## src/rtl/bullet_bill_controller.sv

```systemverilog
// ---------------------------------------------------------------------------
// bullet_bill_controller
//
// Owns the three Bullet Bill slots that feed the graphics generator. A fire
// request spawns a bullet in front of Blockieee; each move tick advances all
// live bullets one column right and then sweeps the slots one per cycle,
// checking each against the DDaver grid and reporting hits.
//
// Ports:
//   clk, rst_n          clock, asynchronous active-low reset
//   move_tick           single-cycle advance strobe (ignored while busy)
//   fire_req/fire_ack   fire handshake; ack is a one-cycle pulse
//   fire_color          RGB444 color of the bullet to fire
//   blockieee           Blockieee row (spawn row)
//   ddavers             DDaver color grid [row 0..4][col 0..5], 0 = empty
//   bulletBillColor/XLoc/YLoc  registered slot state (color 0 = free slot)
//   hit_valid/hit_kill  one-cycle hit report; kill = colors matched
//   hit_row/hit_col     DDaver grid index of the reported hit
//   busy                high while a collision sweep is in progress
// ---------------------------------------------------------------------------
module bullet_bill_controller #(
    parameter int NUM_BULLETS = 3,
    parameter int SPAWN_COL   = 2,
    parameter int LAST_COL    = 15,
    parameter int MAX_ROW     = 10
) (
    input  logic        clk,
    input  logic        rst_n,
    input  logic        move_tick,
    input  logic        fire_req,
    output logic        fire_ack,
    input  logic [11:0] fire_color,
    input  logic [3:0]  blockieee,
    input  logic [11:0] ddavers [0:4][0:5],
    output logic [11:0] bulletBillColor [0:NUM_BULLETS-1],
    output logic [3:0]  bulletBillXLoc  [0:NUM_BULLETS-1],
    output logic [3:0]  bulletBillYLoc  [0:NUM_BULLETS-1],
    output logic        hit_valid,
    output logic        hit_kill,
    output logic [2:0]  hit_row,
    output logic [2:0]  hit_col,
    output logic        busy
);

    typedef enum logic [1:0] {
        IDLE   = 2'd0,
        CHECK0 = 2'd1,
        CHECK1 = 2'd2,
        CHECK2 = 2'd3
    } state_e;

    state_e      state_reg, state_next;

    logic [11:0] color_reg [0:NUM_BULLETS-1];
    logic [11:0] color_next[0:NUM_BULLETS-1];
    logic [3:0]  x_reg     [0:NUM_BULLETS-1];
    logic [3:0]  x_next    [0:NUM_BULLETS-1];
    logic [3:0]  y_reg     [0:NUM_BULLETS-1];
    logic [3:0]  y_next    [0:NUM_BULLETS-1];

    // Cells killed earlier in the current sweep; at most two kills can
    // precede the last slot's check.
    logic [1:0]  kill_v_reg, kill_v_next;
    logic [2:0]  kill_row_reg [0:1];
    logic [2:0]  kill_row_next[0:1];
    logic [2:0]  kill_col_reg [0:1];
    logic [2:0]  kill_col_next[0:1];

    logic        fire_ack_reg, fire_ack_next;
    logic        hit_valid_reg, hit_valid_next;
    logic        hit_kill_reg, hit_kill_next;
    logic [2:0]  hit_row_reg, hit_row_next;
    logic [2:0]  hit_col_reg, hit_col_next;

    // Per-slot grid decode
    logic [NUM_BULLETS-1:0] slot_cell;
    logic [2:0]  slot_row [0:NUM_BULLETS-1];
    logic [2:0]  slot_col [0:NUM_BULLETS-1];
    logic [1:0]  kill_match;

    genvar gi;
    generate
        for (gi = 0; gi < NUM_BULLETS; gi++) begin : g_slot
            // DDaver cells sit on odd rows and even columns from column 4,
            // rows 1..9; anything else (incl. the spawn column) is open air.
            assign slot_cell[gi] = y_reg[gi][0] && !x_reg[gi][0] &&
                                   (x_reg[gi] >= 4'd4) && (y_reg[gi] <= 4'd9);
            assign slot_row[gi]  = y_reg[gi][3:1];
            assign slot_col[gi]  = x_reg[gi][3:1] - 3'd2;

            assign bulletBillColor[gi] = color_reg[gi];
            assign bulletBillXLoc[gi]  = x_reg[gi];
            assign bulletBillYLoc[gi]  = y_reg[gi];
        end
    endgenerate

    // Slot under test in the current CHECK state
    logic [1:0]  sel_idx;
    logic [2:0]  sel_row, sel_col;
    logic [11:0] cell_color;
    logic        sel_hit, sel_kill;

    assign sel_idx = (state_reg == IDLE) ? 2'd0 : 2'(state_reg - 2'd1);
    assign sel_row = slot_row[sel_idx];
    assign sel_col = slot_col[sel_idx];

    generate
        for (gi = 0; gi < 2; gi++) begin : g_kill
            assign kill_match[gi] = kill_v_reg[gi] &&
                                    (kill_row_reg[gi] == sel_row) &&
                                    (kill_col_reg[gi] == sel_col);
        end
    endgenerate

    // Explicit mux keeps the grid read in range even for non-DDaver cells
    always_comb begin
        cell_color = '0;
        for (int r = 0; r < 5; r++) begin
            for (int c = 0; c < 6; c++) begin
                if (sel_row == 3'(r) && sel_col == 3'(c)) begin
                    cell_color = ddavers[r][c];
                end
            end
        end
    end

    assign sel_hit  = (state_reg != IDLE) && (color_reg[sel_idx] != '0) &&
                      slot_cell[sel_idx] && (cell_color != '0) && (kill_match == 2'b00);
    assign sel_kill = (cell_color == color_reg[sel_idx]);

    // Lowest-index free slot
    logic        free_found;
    logic [1:0]  free_idx;

    always_comb begin
        free_found = 1'b0;
        free_idx   = 2'd0;
        for (int i = NUM_BULLETS - 1; i >= 0; i--) begin
            if (color_reg[i] == '0) begin
                free_found = 1'b1;
                free_idx   = 2'(i);
            end
        end
    end

    // Next-state and output logic
    always_comb begin
        state_next     = state_reg;
        color_next     = color_reg;
        x_next         = x_reg;
        y_next         = y_reg;
        kill_v_next    = kill_v_reg;
        kill_row_next  = kill_row_reg;
        kill_col_next  = kill_col_reg;
        fire_ack_next  = 1'b0;
        hit_valid_next = 1'b0;
        hit_kill_next  = 1'b0;
        hit_row_next   = hit_row_reg;
        hit_col_next   = hit_col_reg;

        case (state_reg)
            IDLE: begin
                if (move_tick) begin
                    for (int i = 0; i < NUM_BULLETS; i++) begin
                        if (color_reg[i] != '0) begin
                            if (x_reg[i] == 4'(LAST_COL)) begin
                                color_next[i] = '0;  // flew off-grid silently
                            end else begin
                                x_next[i] = x_reg[i] + 4'd1;
                            end
                        end
                    end
                    kill_v_next = 2'b00;
                    state_next  = CHECK0;
                end else if (fire_req) begin
                    if (fire_color == '0 || blockieee > 4'(MAX_ROW)) begin
                        // Unfireable request is consumed without a spawn
                        fire_ack_next = 1'b1;
                    end else if (free_found) begin
                        color_next[free_idx] = fire_color;
                        x_next[free_idx]     = 4'(SPAWN_COL);
                        y_next[free_idx]     = blockieee;
                        fire_ack_next        = 1'b1;
                    end
                end
            end
            default: begin
                if (sel_hit) begin
                    hit_valid_next       = 1'b1;
                    hit_kill_next        = sel_kill;
                    hit_row_next         = sel_row;
                    hit_col_next         = sel_col;
                    color_next[sel_idx]  = '0;
                    x_next[sel_idx]      = '0;
                    y_next[sel_idx]      = '0;
                    if (sel_kill) begin
                        if (!kill_v_reg[0]) begin
                            kill_v_next[0]   = 1'b1;
                            kill_row_next[0] = sel_row;
                            kill_col_next[0] = sel_col;
                        end else begin
                            kill_v_next[1]   = 1'b1;
                            kill_row_next[1] = sel_row;
                            kill_col_next[1] = sel_col;
                        end
                    end
                end
                state_next = (state_reg == CHECK2) ? IDLE : state_e'(state_reg + 2'd1);
            end
        endcase
    end

    always_ff @(posedge clk or negedge rst_n) begin
        if (!rst_n) begin
            state_reg <= IDLE;
        end else begin
            state_reg <= state_next;
        end
    end

    always_ff @(posedge clk or negedge rst_n) begin
        if (!rst_n) begin
            for (int i = 0; i < NUM_BULLETS; i++) begin
                color_reg[i] <= '0;
                x_reg[i]     <= '0;
                y_reg[i]     <= '0;
            end
            for (int k = 0; k < 2; k++) begin
                kill_row_reg[k] <= '0;
                kill_col_reg[k] <= '0;
            end
            kill_v_reg    <= 2'b00;
            fire_ack_reg  <= 1'b0;
            hit_valid_reg <= 1'b0;
            hit_kill_reg  <= 1'b0;
            hit_row_reg   <= '0;
            hit_col_reg   <= '0;
        end else begin
            color_reg     <= color_next;
            x_reg         <= x_next;
            y_reg         <= y_next;
            kill_v_reg    <= kill_v_next;
            kill_row_reg  <= kill_row_next;
            kill_col_reg  <= kill_col_next;
            fire_ack_reg  <= fire_ack_next;
            hit_valid_reg <= hit_valid_next;
            hit_kill_reg  <= hit_kill_next;
            hit_row_reg   <= hit_row_next;
            hit_col_reg   <= hit_col_next;
        end
    end

    assign fire_ack  = fire_ack_reg;
    assign hit_valid = hit_valid_reg;
    assign hit_kill  = hit_kill_reg;
    assign hit_row   = hit_row_reg;
    assign hit_col   = hit_col_reg;
    assign busy      = (state_reg != IDLE);

endmodule

```

## config.mk

```make
export PLATFORM = sky130hd
export DESIGN_NAME = bullet_bill_controller
export DESIGN_NICKNAME = d
export VERILOG_FILES = /design/src/rtl/bullet_bill_controller.sv
export SDC_FILE = /design/constraint.sdc
export NUM_CORES = 1
export LEC_CHECK = 0
export ABC_AREA = 1
export BUFFER_PORTS_ARGS = -buffer_cell sky130_fd_sc_hd__buf_2
export CAP_MARGIN = 5
export CELL_PAD_IN_SITES_DETAIL_PLACEMENT = 1
export CELL_PAD_IN_SITES_GLOBAL_PLACEMENT = 1
export CORE_MARGIN = 5
export CORE_UTILIZATION = 28
export CTS_CLUSTER_DIAMETER = 200
export DETAILED_ROUTE_END_ITERATION = 10
export PLACE_DENSITY_LB_ADDON = 0.1
export RECOVER_POWER = 100
export SETUP_SLACK_MARGIN = 0.05
export SLEW_MARGIN = 20
export SYNTH_ARGS = -nofsm -noshare
export SYNTH_HDL_FRONTEND = slang
export SYNTH_SLANG_ARGS = --single-unit
```

## constraint.sdc

```tcl
create_clock -name clk -period 3.5 [get_ports clk]
set_input_delay 0.525 -clock clk [delete_from_list [all_inputs] [get_ports clk]]
set_output_delay 0.525 -clock clk [all_outputs]
set_load 0.01 [all_outputs]
```

==> results of run 1 <==
-- cell usage after synthesis, drive strengths merged, types with 10 or more instances --
cell type,instances
nor2,174
o41ai,10
a21oi,37
nand3,127
ha,14
a31oi,10
clkbuf,39
nand2,591
or2,39
nor4,17
inv,213
nand4,125
o21ai,64
o21a,11
dfrtp,85
buf,18
-- worst max path at each step --
stage                     endpoint  slack [ns]  depth (start not counted)
2_1_floorplan  bulletBillColor[11]       -0.13                         34
3_3_place_gp   bulletBillColor[11]       -1.39                         35
3_5_place_dp    bulletBillColor[6]       -1.46                         35
4_1_cts          bulletBillYLoc[5]       -1.24                         36
5_1_grt        bulletBillColor[27]       -1.74                         37
6_report        bulletBillColor[0]       -1.30                         35
-- per-stage QoR --
stage,setup slack [ns],utilization
after floorplan,-0.134,-
after global placement,-1.39,0.421
after detailed placement,-1.46,0.421
after CTS,-1.24,0.447
after global routing,-1.74,0.456
final,-1.30,0.456
-- cell type report --
type                       count  area share
sequential                    85       0.143
tap                          442      0.0372
antenna                        7     0.00118
clock buffer                  10      0.0161
timing repair buffer         698       0.284
clock inverter                 5     0.00235
multi-input combinational   1273       0.459
inverter                     216      0.0567
-- logic make-up (layout without fill, tap and decap cells) --
logic type | after synthesis | in the layout
compound gates | 164 | 164
xor+xnor | 3 | 3
fa+ha+maj | 14 | 14
buf+inv | 273 | 929
flops | 85 | 85
other cells | 0 | 7
simple gates | 1084 | 1092
-- per-layer routing --
metal	wire length, um	GRT usage	up-vias
met5	71	0	-
met4	1390	0.0850	8
met3	3180	0.0489	82
met2	31100	0.568	410
met1	22300	0.341	6732
li1	-	-	6671
-- cell usage in the layout (no fill, tap or decap), drive strengths merged, types with 37 or more instances in the layout --
| cell | netlist | routed |
|---|---|---|
| dfrtp | 85 | 85 |
| or2 | 39 | 39 |
| inv | 213 | 214 |
| nand3 | 127 | 127 |
| nand4 | 125 | 125 |
| nor2 | 174 | 174 |
| clkbuf | 39 | 81 |
| nand2 | 591 | 599 |
| a21oi | 37 | 37 |
| o21ai | 64 | 64 |
| buf | 18 | 627 |
-- power groups by stage --
stage	registers, W	logic, W	clock network (W)
2_1_floorplan	0.00163	0.00516	0
3_3_place_gp	0.00159	0.00905	0
3_5_place_dp	0.00160	0.00915	0
4_1_cts	0.00158	0.0102	0.000956
5_1_grt	0.00164	0.0118	0.000999
6_report	0.00160	0.0109	0.000939
-- timing repair --
action,in CTS,in global routing
gates cloned,6,4
setup buffers,30,8
endpoints found under the setup margin,82,82
pin swaps,24,37
gates resized for setup,63,69
endpoints found under the hold margin,0,0
-- tightest hold or removal path, cell delays in order --
cell and delay, ns:
buf_2 0.12, nand4_1 0.09, nand2_1 0.05
==> summary.md, run 1 <==
| Metric | Value |
|---|---|
| Core box area | 32600 um2 |
| Run status | finished with violations |
| Worst path required time | 3.74 ns |
| Worst clock skew | 0.0140 ns |
| Via/cell ratio | 5.08 |
| Multi-input gate area | 6840 um2 |
| Vias in the first global route | 14500 |
| XOR/XNOR Fraction of Synth Area | 0.00283 |
| GP Congestion | 0.955 |
| R2r startpoint | state_reg[1] |
| Ys flop type | dfrtp_1 |
| Worst-path clk slew | 0.07 ns |
| Hold Crit Start | blockieee[1] |
| Power per cell area | 903 nW/um2 |
| Switching Share | 0.563 |
| Fmax | 208 MHz |
| Net Sw Power | 0.00756 W |
| #FFs+latches synth | 85 |
| WHS Endpoint | bulletBillYLoc[1] |
| Wire per inst | 21.2 um |
| Via count | 13900 |
| Hold_buf cts | 0 |
| Die area | 36900 um2 |
| RSZ-0062 raised after global routing | yes |
| Synthesized netlist net count | 2017 |
| Total grt overflow | 0 |
| Flop pwr share | 0.119 |
| CP arrival | 5.05 ns |
| CP Max Fanout | 9 |
| Buf+Inv Stages, Crit Path | 6 |
| CP startpoint kind | register |
| YS warnings | 0 |
| Sequential share of the synthesized area | 0.229 |
| Input/output buffers | 449 |
| Top Family by Delay on Critical Path | simple AND/OR/NAND/NOR gates |
| MaxCap Viol Count | 1 |
| Clock sinks | 85 |
| Layout cells sized above 1 | 0.363 |
| Peak VDD IR | 546 uV |
| Post-route ant nets | 0 |
| Hold_ws | 0.462 ns |
| Initial antenna violation count | 11 |
| Post-synth EDFFs | 0 |
| Total CTS buffers | 9 |
| R2R Setup Slk | -1.30 ns |
| Int Pwr | 0.00588 W |
| Reg area | 2130 um2 |
| Initial DRC Count | 769 |
| FFs w/ async S/R, synth | 1.00 |
| Crit-path slowest cell | dfrtp_2 |
| PnR worst setup slack | -1.30 ns |
| Post-Synth Adder-Cell Area | 0.0189 |
| Synth area leader | nand2_1 |
| Area grow syn2layout | 60.4% |
| Clock Power Share | 0.070 |
| Hold Path Class | in -> reg |
| CTS tree | built |
| Worst setup EP type | register |
| Row count | 66 |
| Mapped cell area | 9280 um2 |
| Final net count | 2677 |
| Drt total wl | 58000 um |
| # setup viols final | 82 |
| Endpoints failing hold | 0 |
| Pwr Total | 0.0134 W |
| Worst path most repeated cell | nand2_1 |
| Max-Slew Margin vs Limit | -0.125 |
| Compound-Gate Fraction of Synth Area | 0.111 |
| Failing checks | capacitance limit, slew limit, setup timing |
| Worst R2R Path Depth | 35 |
| Tcrit/Tclk final | 1.37 |
| Synth unique cells | 48 |
| Top post-synthesis cells by area | nand2_1 23%, dfrtp_1 23%, nand4_1 8.4% |
| First-pass GRT wire length | 85100 um |
| Portion of netlist area occupied by mux cells | 0 |
| Slowest stage delay, CP | 0.43 ns |
| Design area | 14900 um2 |
| Largest family of logic cells by synthesized area | simple AND/OR/NAND/NOR gates |
| Max reg flops | 36 |
| Reg2Reg Capture Point | bulletBillColor[0] |
| Syn avg cell area | 5.72 um2 |
| Simple-Gate Fraction of Synth Area | 0.524 |
| Max Root-Sink Buffers | 2 |
| Fin Setup TNS | -101.54 ns |
| Tmin final | 4.80 ns |
| Chip Height | 192 um |
| DPL Wire Length | 48100 um |
| Placed cells | 2666 |
| CTS root buffer | clkbuf_16 |
| Final Max Slew Viols | 29 |
| Syn Inst Count | 1623 |
| Die X | 192 um |
| Filler cells | 4523 |
| Combinational Power Share | 0.811 |
| Worst-skew pair later-pin latency | 0.36 ns |
| Pin count of the biggest net entering global routing | 51 |
| GRT Util Overall | 0.298 |
| Placed Instance Area | 13700 um2 |
| Drt pass-1 iters | 5 |
| Htree depth | 3 |
| Initial core utilization | 0.284 |
| Hold path cells | 3 |
| Layout Cells excl Fill | 2736 |
| DRC viols | 0 |
| Worst setup startpoint | state_reg[1] |
| Worst Max-Slew Pin Slew | 1.69 ns |
| I/O pin count | 450 |
| Yosys top cell area share | 0.234 |
| Leak pwr | 7.84 nW |
| Critical path class | reg -> reg |
Power figures use the tool's default switching activity.
==> inputs of run 2 (changes only) <==
--- a/config.mk
+++ b/config.mk
@@ -8,13 +8,11 @@
 export ABC_AREA = 1
 export BUFFER_PORTS_ARGS = -buffer_cell sky130_fd_sc_hd__buf_2
 export CAP_MARGIN = 5
-export CELL_PAD_IN_SITES_DETAIL_PLACEMENT = 1
-export CELL_PAD_IN_SITES_GLOBAL_PLACEMENT = 1
-export CORE_MARGIN = 5
-export CORE_UTILIZATION = 28
+export CORE_MARGIN = 2
+export CORE_UTILIZATION = 30
+export CTS_BUF_LIST = sky130_fd_sc_hd__clkbuf_8
 export CTS_CLUSTER_DIAMETER = 200
 export DETAILED_ROUTE_END_ITERATION = 10
-export PLACE_DENSITY_LB_ADDON = 0.1
 export RECOVER_POWER = 100
 export SETUP_SLACK_MARGIN = 0.05
 export SLEW_MARGIN = 20
==> run 2 against run 1 <==
The flow still finishes with violations (capacitance limit, slew limit, setup timing). Fmax rose by 2.7%. Register-to-register slack improved by 0.13 ns. Die area fell by 12%. Critical path type unchanged. Clock power down 11%. Wire length shrank 7.7%. Flip-flop and latch count is the same. Global-route usage rose by 1.9 points. Sequential power barely moved. Worst hold slack got worse by 0.026 ns. Highest routed layer unchanged. Core utilization up 2.1 points.
==> summary.md, run 2 (synthesis results as in run 1) <==
| Metric | Value |
|---|---|
| Layout cells sized above 1 | 0.360 (was 0.363) |
| Max-Slew Margin vs Limit | -0.244 (was -0.125) |
| Final Max Slew Viols | 33 (was 29) |
| Reg2Reg Capture Point | bulletBillXLoc[5] (was bulletBillColor[0]) |
| Hold_buf cts | 0 (unchanged) |
| Critical path class | reg -> reg (unchanged) |
| Design area | 14600 um2 (was 14900 um2) |
| Pwr Total | 0.0125 W (was 0.0134 W) |
| Leak pwr | 7.71 nW (was 7.84 nW) |
| First-pass GRT wire length | 80000 um (was 85100 um) |
| Worst path most repeated cell | nand4_1 (was nand2_1) |
| # setup viols final | 82 (unchanged) |
| Core box area | 30500 um2 (was 32600 um2) |
| Via/cell ratio | 5.16 (was 5.08) |
| Htree depth | 3 (unchanged) |
| Worst setup startpoint | state_reg[0] (was state_reg[1]) |
| Run status | finished with violations (unchanged) |
| Peak VDD IR | 589 uV (was 546 uV) |
| Vias in the first global route | 13300 (was 14500) |
| CP endpoint | bulletBillXLoc[5] (was bulletBillColor[0]) |
| Most frequent cells in the layout | 535 x nand2_1, 391 x buf_2, 194 x buf_4, 192 x inv_1, 141 x nor2_1 (was 545 x nand2_1, 394 x buf_2, 207 x buf_4, 192 x inv_1, 139 x nor2_1) |
| Failing checks | capacitance limit, slew limit, setup timing (unchanged) |
| Via count | 13800 (was 13900) |
| Worst Max-Slew Pin Slew | 1.87 ns (was 1.69 ns) |
| Max reg flops | 36 (unchanged) |
| Total grt overflow | 0 (unchanged) |
| Total CTS buffers | 9 (unchanged) |
| CTS root buffer | clkbuf_8 (was clkbuf_16) |
| Pin count of the biggest net entering global routing | 51 (unchanged) |
| MaxCap Viol Count | 1 (unchanged) |
| Max Root-Sink Buffers | 2 (unchanged) |
| Endpoints failing hold | 0 (unchanged) |
| Area grow syn2layout | 56.9% (was 60.4%) |
| PnR worst setup slack | -1.18 ns (was -1.30 ns) |
| Wire per inst | 20.1 um (was 21.2 um) |
| Worst path required time | 3.78 ns (was 3.74 ns) |
| Final net count | 2661 (was 2677) |
| Top Family by Delay on Critical Path | simple AND/OR/NAND/NOR gates (unchanged) |
| Slowest stage delay, CP | 0.41 ns (was 0.43 ns) |
| Hold Path Class | in -> reg (unchanged) |
| Initial core utilization | 0.304 (was 0.284) |
| Worst setup EP type | register (unchanged) |
| GRT Util Overall | 0.318 (was 0.298) |
| Die X | 180 um (was 192 um) |
| Worst R2R Path Depth | 34 (was 35) |
| Fmax | 214 MHz (was 208 MHz) |
| Post-route ant nets | 0 (unchanged) |
| Tcrit/Tclk final | 1.34 (was 1.37) |
| DPL Wire Length | 44500 um (was 48100 um) |
| Buf+Inv Stages, Crit Path | 4 (was 6) |
| Hold_ws | 0.437 ns (was 0.462 ns) |
| Power per cell area | 862 nW/um2 (was 903 nW/um2) |
| Initial DRC Count | 1180 (was 769) |
| Placed Instance Area | 13500 um2 (was 13700 um2) |
| CP startpoint kind | register (unchanged) |
| Initial antenna violation count | 5 (was 11) |
| Commonest non-fill, non-tap cell in the layout | nand2_1 (unchanged) |
| Row count | 64 (was 66) |
| R2R Setup Slk | -1.18 ns (was -1.30 ns) |
| Total stage count of the critical path | 34 (was 35) |
| Drt pass-1 iters | 6 (was 5) |
| Input/output buffers | 449 (unchanged) |
| DRC viols | 0 (unchanged) |
| I/O pin count | 450 (unchanged) |
| Worst-path clk slew | 0.09 ns (was 0.07 ns) |
| Worst-skew pair later-pin latency | 0.40 ns (was 0.36 ns) |
| RSZ-0062 raised after global routing | yes (unchanged) |
| Tmin final | 4.68 ns (was 4.80 ns) |
| CP arrival | 4.95 ns (was 5.05 ns) |
| Worst clock skew | 0.0182 ns (was 0.0140 ns) |
| Die area | 32300 um2 (was 36900 um2) |
| Chip Height | 180 um (was 192 um) |
| GP Congestion | 1.04 (was 0.955) |
| Crit-path slowest cell | dfrtp_1 (was dfrtp_2) |
| Clock sinks | 85 (unchanged) |
| R2r startpoint | state_reg[0] (was state_reg[1]) |
| Drt total wl | 53600 um (was 58000 um) |
| CTS tree | built (unchanged) |
| CP Max Fanout | 8 (was 9) |
==> run 2: cell count changes in the layout (fill, tap and decap cells not counted), sizes merged <==
cell	change
buf	-15
bufinv	+2
clkbuf	+2
clkinv	-2
diode	-4
inv	+1
nand2	-3
==> run 2: layout make-up <==
cell class	count	area (um2)
Inverter	216	836
Clock buffer	10	138
Fill cell	3342	16000
Clock inverter	6	93.8
Multi-Input combinational cell	1270	6770
Timing Repair Buffer	685	4090
Tap cell	396	495
Sequential cell	85	2130
Antenna cell	3	7.51
==> run 2: worst min path at each step <==
stage / depth (start not counted) / end / start / slack, ns
final: 3 / bulletBillYLoc[2] / blockieee[2] / 0.44
after global routing: 3 / bulletBillYLoc[0] / blockieee[0] / 0.43
after CTS: 1 / bulletBillColor[16] / rst_n / 0.07
after detailed placement: 2 / kill_col_reg[2] / kill_col_reg[2] / 0.46
after global placement: 2 / kill_col_reg[2] / kill_col_reg[2] / 0.45
after floorplan: 0 / bulletBillColor[0] / rst_n / 0.23
==> run 2: worst min-delay path, cell delays in order <==
cell and delay (ns):
buf_2 0.12, nand4_1 0.09, nand2_1 0.05
==> run 2: routing by layer <==
| metal | track usage | wire, um |
|---|---|---|
| met5 | 0 | 9 |
| met3 | 0.0511 | 3770 |
| met2 | 0.572 | 26800 |
| met1 | 0.380 | 20900 |
| met4 | 0.111 | 2100 |
==> run 2: through the flow <==
step	util	setup TNS [ns]	setup WS [ns]	cells
after global routing	0.477	-117.45	-1.48	2670
after global placement	0.443	-98.32	-1.23	2608
after floorplan	-	-7.42	-0.134	1623
after detailed placement	0.443	-108.74	-1.38	2608
after CTS	0.474	-91.37	-1.15	2662
final	0.477	-92.66	-1.18	2671
==> run 2: timing repair <==
action | in CTS | in global routing
setup endpoints to repair | 82 | 82
gates resized for setup | 86 | 47
buffers inserted | 32 | 5
pin swaps | 65 | 38
cloned | 6 | 1
==> run 2: power by group <==
| group | internal, W | total, W | switching, W |
|---|---|---|---|
| logic | 0.00375 | 0.0101 | 0.00635 |
| registers | 0.00126 | 0.00161 | 0.000343 |
| clock network | 0.000428 | 0.000838 | 0.000410 |
